--- config.mk ---
export PLATFORM = sky130hd
export DESIGN_NAME = clint
export DESIGN_NICKNAME = d
export VERILOG_FILES = /design/src/rtl/clint_pkg.sv /design/src/rtl/clint_mtime.sv /design/src/rtl/clint.sv
export SDC_FILE = /design/constraint.sdc
export NUM_CORES = 1
export LEC_CHECK = 0
export BUFFER_PORTS_ARGS = -buffer_cell sky130_fd_sc_hd__buf_4
export CORE_ASPECT_RATIO = 1.25
export CORE_MARGIN = 5
export CORE_UTILIZATION = 55
export CTS_BUF_LIST = sky130_fd_sc_hd__clkbuf_8
export CTS_CLUSTER_DIAMETER = 30
export DETAILED_ROUTE_END_ITERATION = 8
export GPL_TIMING_DRIVEN = 0
export PLACE_DENSITY = 0.89
export SLEW_MARGIN = 20
export SYNTH_ARGS = -nofsm -noshare
export SYNTH_HDL_FRONTEND = slang
export SYNTH_SLANG_ARGS = --single-unit
--- constraint.sdc ---
create_clock -name clock -period 2.2 [get_ports clock]
set_input_delay 0.22 -clock clock [delete_from_list [all_inputs] [get_ports clock]]
set_output_delay 0.22 -clock clock [all_outputs]
set_load 0.005 [all_outputs]
--- src/rtl/clint_pkg.sv ---
// Shared CLINT constants: address window, default mtime offsets, AXI response codes.
package clint_pkg;

    localparam logic [31:0] CLINT_BASE        = 32'h0200_0000;
    localparam logic [31:0] CLINT_WINDOW_MASK = 32'h0000_FFFF;

    localparam logic [15:0] MTIME_LO_OFF_DEFAULT = 16'hBFF8;
    localparam logic [15:0] MTIME_HI_OFF_DEFAULT = 16'hBFFC;

    localparam logic [1:0] AXI_RESP_OKAY   = 2'b00;
    localparam logic [1:0] AXI_RESP_SLVERR = 2'b10;

    typedef enum logic {
        IDLE = 1'b0,
        RESP = 1'b1
    } clint_state_e;

endpackage

--- src/rtl/clint_mtime.sv ---
// Free-running 64-bit mtime counter advanced once every MTIME_DIV clock cycles.
module clint_mtime #(
    parameter int unsigned MTIME_DIV = 1
) (
    input  logic        clock,
    input  logic        reset,
    output logic [63:0] mtime
);

    localparam logic [15:0] DIV_LAST = 16'(MTIME_DIV - 1);

    logic [15:0] div_cnt;

    // The prescaler wrap and the mtime step share one edge, so a divide of 1 counts every cycle.
    always_ff @(posedge clock or negedge reset) begin
        if (!reset) begin
            div_cnt <= '0;
            mtime   <= '0;
        end else if (div_cnt == DIV_LAST) begin
            div_cnt <= '0;
            mtime   <= mtime + 64'd1;
        end else begin
            div_cnt <= div_cnt + 16'd1;
        end
    end

endmodule

--- src/rtl/clint.sv ---
// Read-only AXI4 responder exposing the CLINT mtime counter; one read in flight at a time.
module clint
    import clint_pkg::*;
#(
    parameter int unsigned MTIME_DIV    = 1,
    parameter logic [15:0] MTIME_LO_OFF = MTIME_LO_OFF_DEFAULT,
    parameter logic [15:0] MTIME_HI_OFF = MTIME_HI_OFF_DEFAULT
) (
    input  logic        clock,
    input  logic        reset,
    input  logic [31:0] araddr_i,
    input  logic        arvalid_i,
    output logic        arready_o,
    output logic        rvalid_o,
    input  logic        rready_i,
    output logic [63:0] rdata_o,
    output logic [1:0]  rresp_o,
    output logic        rlast_o,
    output logic [3:0]  rid_o
);

    clint_state_e state;
    logic [63:0]  mtime;
    logic [63:0]  rdata_q;
    logic [1:0]   rresp_q;
    logic [31:0]  win_offset;
    logic         offset_hit;

    clint_mtime #(
        .MTIME_DIV(MTIME_DIV)
    ) u_mtime (
        .clock(clock),
        .reset(reset),
        .mtime(mtime)
    );

    assign win_offset = araddr_i & CLINT_WINDOW_MASK;
    assign offset_hit = (win_offset == {16'h0, MTIME_LO_OFF}) ||
                        (win_offset == {16'h0, MTIME_HI_OFF});

    // Response registers are cleared on the R handshake so idle outputs read as zero.
    always_ff @(posedge clock or negedge reset) begin
        if (!reset) begin
            state   <= IDLE;
            rdata_q <= '0;
            rresp_q <= AXI_RESP_OKAY;
        end else begin
            case (state)
                IDLE: begin
                    if (arvalid_i) begin
                        state   <= RESP;
                        rdata_q <= offset_hit ? mtime : 64'h0;
                        rresp_q <= offset_hit ? AXI_RESP_OKAY : AXI_RESP_SLVERR;
                    end
                end
                RESP: begin
                    if (rready_i) begin
                        state   <= IDLE;
                        rdata_q <= '0;
                        rresp_q <= AXI_RESP_OKAY;
                    end
                end
                default: begin
                    state <= IDLE;
                end
            endcase
        end
    end

    assign arready_o = (state == IDLE);
    assign rvalid_o  = (state == RESP);
    assign rlast_o   = (state == RESP);
    assign rdata_o   = rdata_q;
    assign rresp_o   = rresp_q;
    assign rid_o     = 4'h0;

endmodule

==> run metrics, run 1 <==
most common library cells after synthesis 146 x dfrtp_1, 64 x a22o_1, 49 x xor2_1, 30 x nor2_1, 29 x nand2_1; total track usage about 22%; Post-DP HPWL around 11000 um; worst path cell trace inv_1 > ha_1 > nor4b_2 > and4_4 > nand3_2 > buf_2 > nor3_1 > xor2_1; Core Rows 44; Starting Density between 50 and 60%; Design Area, Final between 7000 and 8000 um2; Fill cells 826; clk_lat worst skew around 0.45 ns; most frequent cell after synthesis dfrtp_1; Gate Count Post-Synth 542; #FFs+latches synth about 150; Distinct cells, synth 42; post-synth top area share a little under three fifths; vias in the first global route 4851; root buf cell clkbuf_8; H-tree depth 4; DRC errors left 0; CP Launch Type register; total gr overflow 0; CP Max Fanout 10; crit path max-delay cell type dfrtp_1; status finished, final reports clean; Final Hold Vio Count 0; synthesized area per cell 11.9 um2; Lkg Pwr between 3 and 4 nW; area of the mapped netlist 6450 um2; Top FF cell, synth dfrtp_1; worst min path class in -> reg; total clock sinks about 150; Final Setup Violations 0; Final period util a little under 100%; PD cells approximately 620 nW/um2; core box area approximately 12000 um2; Crit path required time approximately 2.6 ns; Post-synth EDFFs 0; Final Slew Violations 0; Post-synth ARST share 100%; Layout Skew approximately 0.008 ns; crit path time final 2.13 ns; fmax between 400 and 500 MHz; Clock Tree Buf Depth 2; Worst-path clk slew around 0.080 ns; share of cells above drive strength 1 between 20% and 30%; cell taking the most area after synthesis dfrtp_1; first-pass GRT wire length 24300 um; Worst Hold Slack about 0.048 ns; Num CTS Buffers 17; synthesis-to-finish area growth 21.6%; Worst slew margin between 60 and 70%; Die Span X ~110 um; # port buffers 86; CTS tree yes; worst-margin pin slew 0.590 ns; drt wl/cell 18.6 um; Area contributors post-synth dfrtp_1 57%, a22o_1 8.7%, xor2_1 6.7%; via/cell ratio between 5 and 6; vias approximately 4800; 1st-iter DRT viols roughly 390; n_diodes 0; WL final 15000 um; Seq/Total Area, Yosys between 50% and 60%; family with the most delay on the worst path simple AND/OR/NAND/NOR gates; GPL Wtd Cong roughly 0.85; CP Class reg -> reg; Syn. warnings 0; critical path arrival ~2.5 ns; buffers and inverters on the worst path 2; die footprint 14000 um2; DR pass1 iterations 5; RSZ-0062 raised after global routing true; Post-DRT Antenna Nets 0; crit end category register; Placed Area 7310 um2; Crit path largest cell delay around 0.40 ns; largest net degree at the start of global routing 75; NumNets Final around 700; Die H about 130 um; Sum Neg Setup Slack 0 ns; number of top-level pins 109; VDD IR max roughly 370 uV; initial antenna violation count 0; max_cap viols 0
## state kept, by name, indices dropped and copies added (netlist names)
signal / flops
u_mtime.div_cnt: 16
rresp_o: 1
rlast_o: 1
rdata_o: 64
u_mtime.mtime: 64
## worst reg2reg max path, delay by kind of cell, from the launching register on
kind	cells	cell delay [ns]
xor gates and xnor gates	1	0.21
and+or+nand+nor	4	0.93
DFF	1	0.40
buffers and inverters	2	0.33
adders and majority gates	1	0.16
## per-layer routing
metal  global-route usage, %  part of all wire, %  up-vias  routed length [um]
met4                    9.18                  2.8        0                 416
met3                    5.55                  5.4       40                 807
met5                       0                    0        -                   0
met2                    39.5                   53      168                7900
met1                    25.8                   39     2397                5890
li1                        -                    -     2182                   -
## path summary, 6_finish.rpt
kind / depth (start not counted) / slack [ns] / start / endpoint
min: 2 / 0.05 / arvalid_i / rresp_o[1]
max in group asynchronous: 3 / 1.14 / reset / u_mtime.div_cnt[9]
min reg2reg: 1 / 0.47 / u_mtime.div_cnt[0] / u_mtime.div_cnt[0]
min in group asynchronous: 2 / 0.32 / reset / rdata_o[49]
max reg2reg: 8 / 0.07 / u_mtime.div_cnt[0] / u_mtime.mtime[35]
max: 8 / 0.07 / u_mtime.div_cnt[0] / u_mtime.mtime[35]
## logic make-up after synthesis
logic type	share of synthesized area, %
simple gates	19.2
flops	56.7
xor+xnor	10.5
compound gates	8.93
buf+inv	3.78
fa+ha+maj	0.582
mux	0.330
other cells	0.0582
## power breakdown
part           switching, mW  internal, mW
Combinational          0.120        0.0642
Clock                  0.988         0.996
Sequential           0.00744          2.69
## cell usage in the layout, fill, tap and decap left out, drive strengths merged, types with 5 or more instances in the layout
cell type	n
a22o	64
and3	6
buf	111
clkbuf	31
clkinv	6
conb	5
dfrtp	146
inv	16
nand2	29
nand3	30
nand4	34
nor2	31
nor3	22
nor4	32
xnor2	28
xor2	49
## final cells by class
| class | instances | area, um2 | share of cell area, % |
|---|---|---|---|
| clock inverters | 11 | 86.3 | 1.10 |
| well taps | 138 | 173 | 2.20 |
| inverters | 15 | 56.3 | 0.718 |
| repair buffers | 92 | 723 | 9.23 |
| flip-flops and latches | 146 | 3650 | 46.6 |
| clock buffers | 21 | 289 | 3.69 |
| plain buffers | 31 | 189 | 2.41 |
| multi-input cells | 354 | 2670 | 34.0 |
## metrics by stage
step | power, mW | instances | setup slack (ns) | util, %
floorplan | 2.81 | 546 | 0.389 | -
global placement | 2.92 | 770 | 0.0682 | 63.0
detailed placement | 2.93 | 771 | -0.0685 | 63.3
CTS | 4.89 | 806 | 0.0191 | 66.9
global route | 5.04 | 808 | -0.0840 | 67.8
finish | 4.86 | 808 | 0.0715 | 67.8
## timing repair
item | 4_1_cts | 5_1_grt
hold buffers | 2 | 0
setup buffers | 1 | 2
endpoints found under the hold margin | 73 | 0
setup endpoints to repair | 5 | 20
resized for setup | 2 | 18
pin swaps | 1 | 2
Note: power is estimated with default switching activity, not from simulation.
==> inputs of run 2 (changes only) <==
Settings changed: CORE_UTILIZATION 55 to 40, PLACE_DENSITY 0.89 to 0.71.
==> run metrics, run 2 (synthesized netlist as in run 1, its figures left out) <==
Post-DRT Antenna Nets 0; Layout Skew 0.0136 ns; Switching Share approximately 22%; CP Launch Type register; CP Max Fanout 10; share of cells above drive strength 1 a little over a quarter; root buf cell clkbuf_8; total clock sinks 146; Psw ~1.1 mW; max_cap viols 0; Clock Tree Buf Depth 2; WL final 15100 um; Final Setup Violations 0; CP Class reg -> reg; Worst-path clk slew roughly 0.080 ns; Core Rows 52; first-pass GRT wire length approximately 25000 um; via/cell ratio 5.36; Starting Density 40.3%; Final Slew Violations 0; H-tree depth 4; top layer in use met4; DR pass1 iterations 4; die footprint between 15000 and 20000 um2; synthesis-to-finish area growth 24.1%; crit end category register; sequential power share a little over half; Non-Filler Instances ~900; worst-margin pin slew 0.624 ns; GPL Wtd Cong slightly above 0.8; largest net degree at the start of global routing between 80 and 90; vias in the first global route 4801; # port buffers 86; final core utilization between 50% and 60%; WL met2 roughly 7500 um; CTS tree yes; VDD IR max about 370 uV; NumNets Final 697; number of top-level pins between 100 and 150; Die H approximately 150 um; Worst slew margin 58.0%; 1st-iter DRT viols 327; crit path time final between 2 and 2.5 ns; worst min path class in -> reg; routed wl met3 724 um; commonest non-fill, non-tap cell in the layout dfrtp_1; Post-DP HPWL about 11000 um; fmax approximately 480 MHz; internal power between 4 and 5 mW; Final period util 94.9%; Num CTS Buffers 17; wl on met1 roughly 6600 um; Worst Hold Slack 0.0619 ns; Crit path required time ~2.6 ns; n_diodes 0; critical path arrival between 2 and 2.5 ns; clk_lat worst skew roughly 0.44 ns; core box area about 16000 um2; DRC errors left 0; PD cells between 600 and 700 nW/um2; initial antenna violation count 0; total track usage 16.6%; drt wl/cell roughly 17 um; Final Hold Vio Count 0; Clock Power Share between 40% and 50%; vias between 4000 and 5000; Die Span X between 100 and 150 um; commonest cells after routing, fill and taps aside 146 x dfrtp_1, 102 x buf_4, 64 x a22o_1, 49 x xor2_1, 30 x nor2_1; Lkg Pwr a little under 4 nW; placed cells about 850; status finished, final reports clean; combinational share of power around 3.7%; total gr overflow 0
[run 2: metal layers]
layer / vias to the layer above / GRT usage (%)
met5: - / 0
met2: 142 / 26.4
li1: 2188 / -
met4: 0 / 5.01
met3: 21 / 4.09
met1: 2394 / 22.4
[run 2: timing repair]
item | in CTS | in global routing
setup buffers | 1 | 3
pin swaps | 1 | 4
hold buffers | 2 | 0
endpoints found under the hold margin | 83 | 0
endpoints found under the setup margin | 5 | 32
resized for setup | 0 | 22
[run 2: final timing paths]
path                                      from                   to  slack (ns)  cells past startpoint
max                         u_mtime.div_cnt[0]    u_mtime.mtime[61]        0.11                      8
min                                  arvalid_i           rresp_o[1]        0.06                      2
max reg2reg                 u_mtime.div_cnt[0]    u_mtime.mtime[61]        0.11                      8
min reg2reg                u_mtime.div_cnt[15]  u_mtime.div_cnt[15]        0.49                      1
max in group asynchronous                reset   u_mtime.div_cnt[0]        1.11                      3
min in group asynchronous                reset          rdata_o[27]        0.36                      2
[run 2: through the flow]
step                      setup TNS [ns]  instance area, um2  power, mW  worst slack (ns)
final                                  0                8000       5.14             0.113
after global routing             -0.0934                8000       5.32           -0.0371
after CTS                              0                7870       5.19            0.0551
after detailed placement          -0.118                7410       2.94           -0.0746
after global placement                 0                7380       2.92          0.000646
after floorplan                        0                6460       2.81             0.389
[run 2: power groups by stage]
stage	clock network, mW	registers, mW	logic (mW)
6_report	2.25	2.70	0.188
4_1_cts	2.30	2.69	0.193
5_1_grt	2.41	2.70	0.212
3_3_place_gp	0	2.75	0.176
3_5_place_dp	0	2.75	0.190
2_1_floorplan	0	2.75	0.0615
[run 2: layout make-up]
type | instances | area (um2)
Fill cell | 1448 | 8000
Sequential cell | 146 | 3650
Multi-Input combinational cell | 354 | 2680
Timing Repair Buffer | 93 | 731
Tap cell | 216 | 270
Clock buffer | 19 | 262
Buffer | 31 | 190
Clock inverter | 11 | 164
Inverter | 15 | 56.3
[run 2: critical path: stages, from the launching register on]
cell	delay [ns]
dfrtp_1	0.41
inv_1	0.08
ha_1	0.15
nor4b_2	0.17
and4_2	0.30
nand3_2	0.15
buf_4	0.23
nor4_2	0.33
xor2_1	0.19
==> inputs of run 3 (changes only) <==
Settings changed: ABC_AREA set to 1, PLACE_DENSITY 0.71 to 0.7.
==> run metrics, run 3 <==
status finished, final reports clean; crit path max-delay cell type dfrtp_1; Non-Filler Instances 1326; synthesis-to-finish area growth 18.2%; routed wl met3 between 1000 and 1500 um; Layout Skew 0.0136 ns; #FFs+latches synth 146; most common library cells after synthesis 220 x nand2_1, 146 x dfrtp_1, 120 x inv_1, 115 x nand3_1, 108 x nor2_1; synthesized area per cell about 7.9 um2; vias between 6000 and 7000; Die Span X 134 um; hold path cells 5; clk_lat worst skew between 0.4 and 0.5 ns; commonest cells after routing, fill and taps aside 220 x nand2_1, 146 x dfrtp_1, 121 x inv_1, 115 x nand3_1, 108 x nor2_1; crit path time final ~1.9 ns; VDD IR max about 360 uV; Die H 165 um; Worst-path clk slew 0.08 ns; worst min path class in -> reg; Clock Tree Buf Depth 2; total clock sinks 146; # port buffers 86; vias in the first global route approximately 6700; max_cap viols 0; CP Launch Type register; RR Endpoint u_mtime.mtime[58]; crit end category register; WL met2 approximately 11000 um; Starting Density a little over 40%; drt wl/cell ~16 um; Crit path largest cell delay around 0.47 ns; final worst slack between 0.2 and 0.3 ns; placed cells approximately 1300; worst-margin pin slew 0.695 ns; GPL Wtd Cong just under 1; die footprint 22200 um2; worst path cell trace ha_1 > inv_1 > nor2_4 > nand3_2 > inv_2 > nand2_1 > nor2_2 > nand3_1 > nand2_1 > nand2_1; flop2flop setup slack between 0.2 and 0.3 ns; Syn. warnings 0; Core Rows 56; largest net degree at the start of global routing between 90 and 100; RSZ-0062 raised after global routing false; Sum Neg Setup Slack 0 ns; Final Setup Violations 0; DP Worst Slack 0.303 ns; CP Max Fanout 5; Final period util about 90%; PD cells 564 nW/um2; Top FF cell, synth dfrtp_1; most frequent cell after synthesis nand2_1; 1st-iter DRT viols ~460; FF-to-FF path depth 10; NumNets Final about 1100; total gr overflow 0; initial antenna violation count 0; cell taking the most area after synthesis dfrtp_1; fmax 517 MHz; Lkg Pwr between 4 and 5 nW; number of top-level pins 109; CTS tree yes; Gate Count Post-Synth roughly 970; first-pass GRT wire length approximately 35000 um; Post-synth EDFFs 0; H-tree depth 4; WL final 21900 um; DR pass1 iterations 8; Post-DRT Antenna Nets 0; wl on met1 around 9000 um; CP Class reg -> reg; via/cell ratio 5.16; n_diodes 0; Distinct cells, synth 35; Final Slew Violations 0; Final Hold Vio Count 0; post-synth top area share 47.3%; DRC errors left 0; total track usage slightly above 20%; Hold Path Sink rdata_o[46]; share of cells above drive strength 1 around 16%; top layer in use met4; core box area 18900 um2; area of the mapped netlist 7720 um2; Most common cell on crit path nand2_1; Area contributors post-synth dfrtp_1 47%, nand2_1 11%, nand3_1 7.5%; root buf cell clkbuf_8; Post-synth ARST share 100%; Worst slew margin 53.7%; FF-to-FF Start u_mtime.mtime[1]; HP Start arvalid_i; commonest non-fill, non-tap cell in the layout nand2_1; Num CTS Buffers 17; Crit path required time 2.54 ns; Post-DP HPWL approximately 17000 um; critical path arrival roughly 2.3 ns; Seq/Total Area, Yosys 47.3%
==> run 3: changes by cell type after synthesis, moves of 43 or more <==
| cell | previous run | this run |
|---|---|---|
| nor2_1 | 30 | 108 |
| o31ai_1 | 0 | 43 |
| nand3_1 | 28 | 115 |
| inv_1 | 15 | 120 |
| nand2_1 | 29 | 220 |
| a22o_1 | 64 | 0 |
==> run 3: power breakdown <==
part | internal [mW] | switching, mW
clock | 1.16 | 1.01
combinational | 0.0769 | 0.211
sequential | 2.69 | 0.00443
total | 3.92 | 1.22
==> run 3: per-stage QoR <==
| stage | util (%) | instance area (um2) | hold slack, ns | power (mW) |
|---|---|---|---|---|
| after floorplan | - | 7740 | -0.0756 | 2.87 |
| after global placement | 45.8 | 8670 | 0.434 | 3.03 |
| after detailed placement | 46.0 | 8710 | 0.177 | 3.04 |
| after CTS | 48.2 | 9130 | 0.227 | 5.19 |
| after global routing | 48.2 | 9130 | 0.253 | 5.33 |
| final | 48.2 | 9130 | 0.235 | 5.15 |
==> run 3: worst max-delay path by stage <==
stage | startpoint | endpoint | slack, ns | cells past startpoint
after floorplan | u_mtime.div_cnt[0] | u_mtime.mtime[31] | 0.63 | 9
after global placement | reset | rdata_o[39] | 0.19 | 1
after detailed placement | u_mtime.div_cnt[0] | u_mtime.mtime[21] | 0.30 | 8
after CTS | u_mtime.div_cnt[0] | u_mtime.mtime[56] | 0.29 | 9
after global routing | u_mtime.div_cnt[0] | u_mtime.mtime[21] | 0.14 | 8
final | u_mtime.mtime[1] | u_mtime.mtime[58] | 0.27 | 10
==> run 3: cell type report <==
| cell class | instances | area (um2) |
|---|---|---|
| Buffer | 37 | 181 |
| Clock inverter | 10 | 138 |
| Multi-Input combinational cell | 669 | 3440 |
| Tap cell | 232 | 290 |
| Inverter | 124 | 467 |
| Clock buffer | 19 | 262 |
| Timing Repair Buffer | 89 | 701 |
| Sequential cell | 146 | 3650 |
| Fill cell | 1890 | 9790 |
==> run 3: what timing repair did <==
item / in CTS / in global routing
resized for setup: 0 / 0
hold buffers: 2 / 0
hold endpoints to repair: 56 / 0
setup buffers: 0 / 0
==> run 3: critical path: cells and delay by family (launching register included) <==
kind | cells | cell delay, ns
buffers and inverters | 2 | 0.18
adders and majority gates | 1 | 0.18
and+or+nand+nor | 7 | 1.00
DFF | 1 | 0.47
==> run 3: layer usage <==
layer  global-route usage [%]  vias to the layer above
met2                     35.2                      193
met1                     24.5                     3255
met3                     4.12                       40
li1                         -                     3360
met4                     7.69                        0
met5                        0                        -
==> run 3: cells by family (layout without fill, tap and decap cells) <==
| family | after synthesis | after routing | synth area share, % |
|---|---|---|---|
| simple gates | 543 | 543 | 32.9 |
| buf+inv | 161 | 279 | 8.39 |
| flops | 146 | 146 | 47.3 |
| compound gates | 82 | 82 | 6.74 |
| xor+xnor | 36 | 36 | 4.08 |
| fa+ha+maj | 3 | 3 | 0.486 |
| other cells | 1 | 5 | 0.0486 |
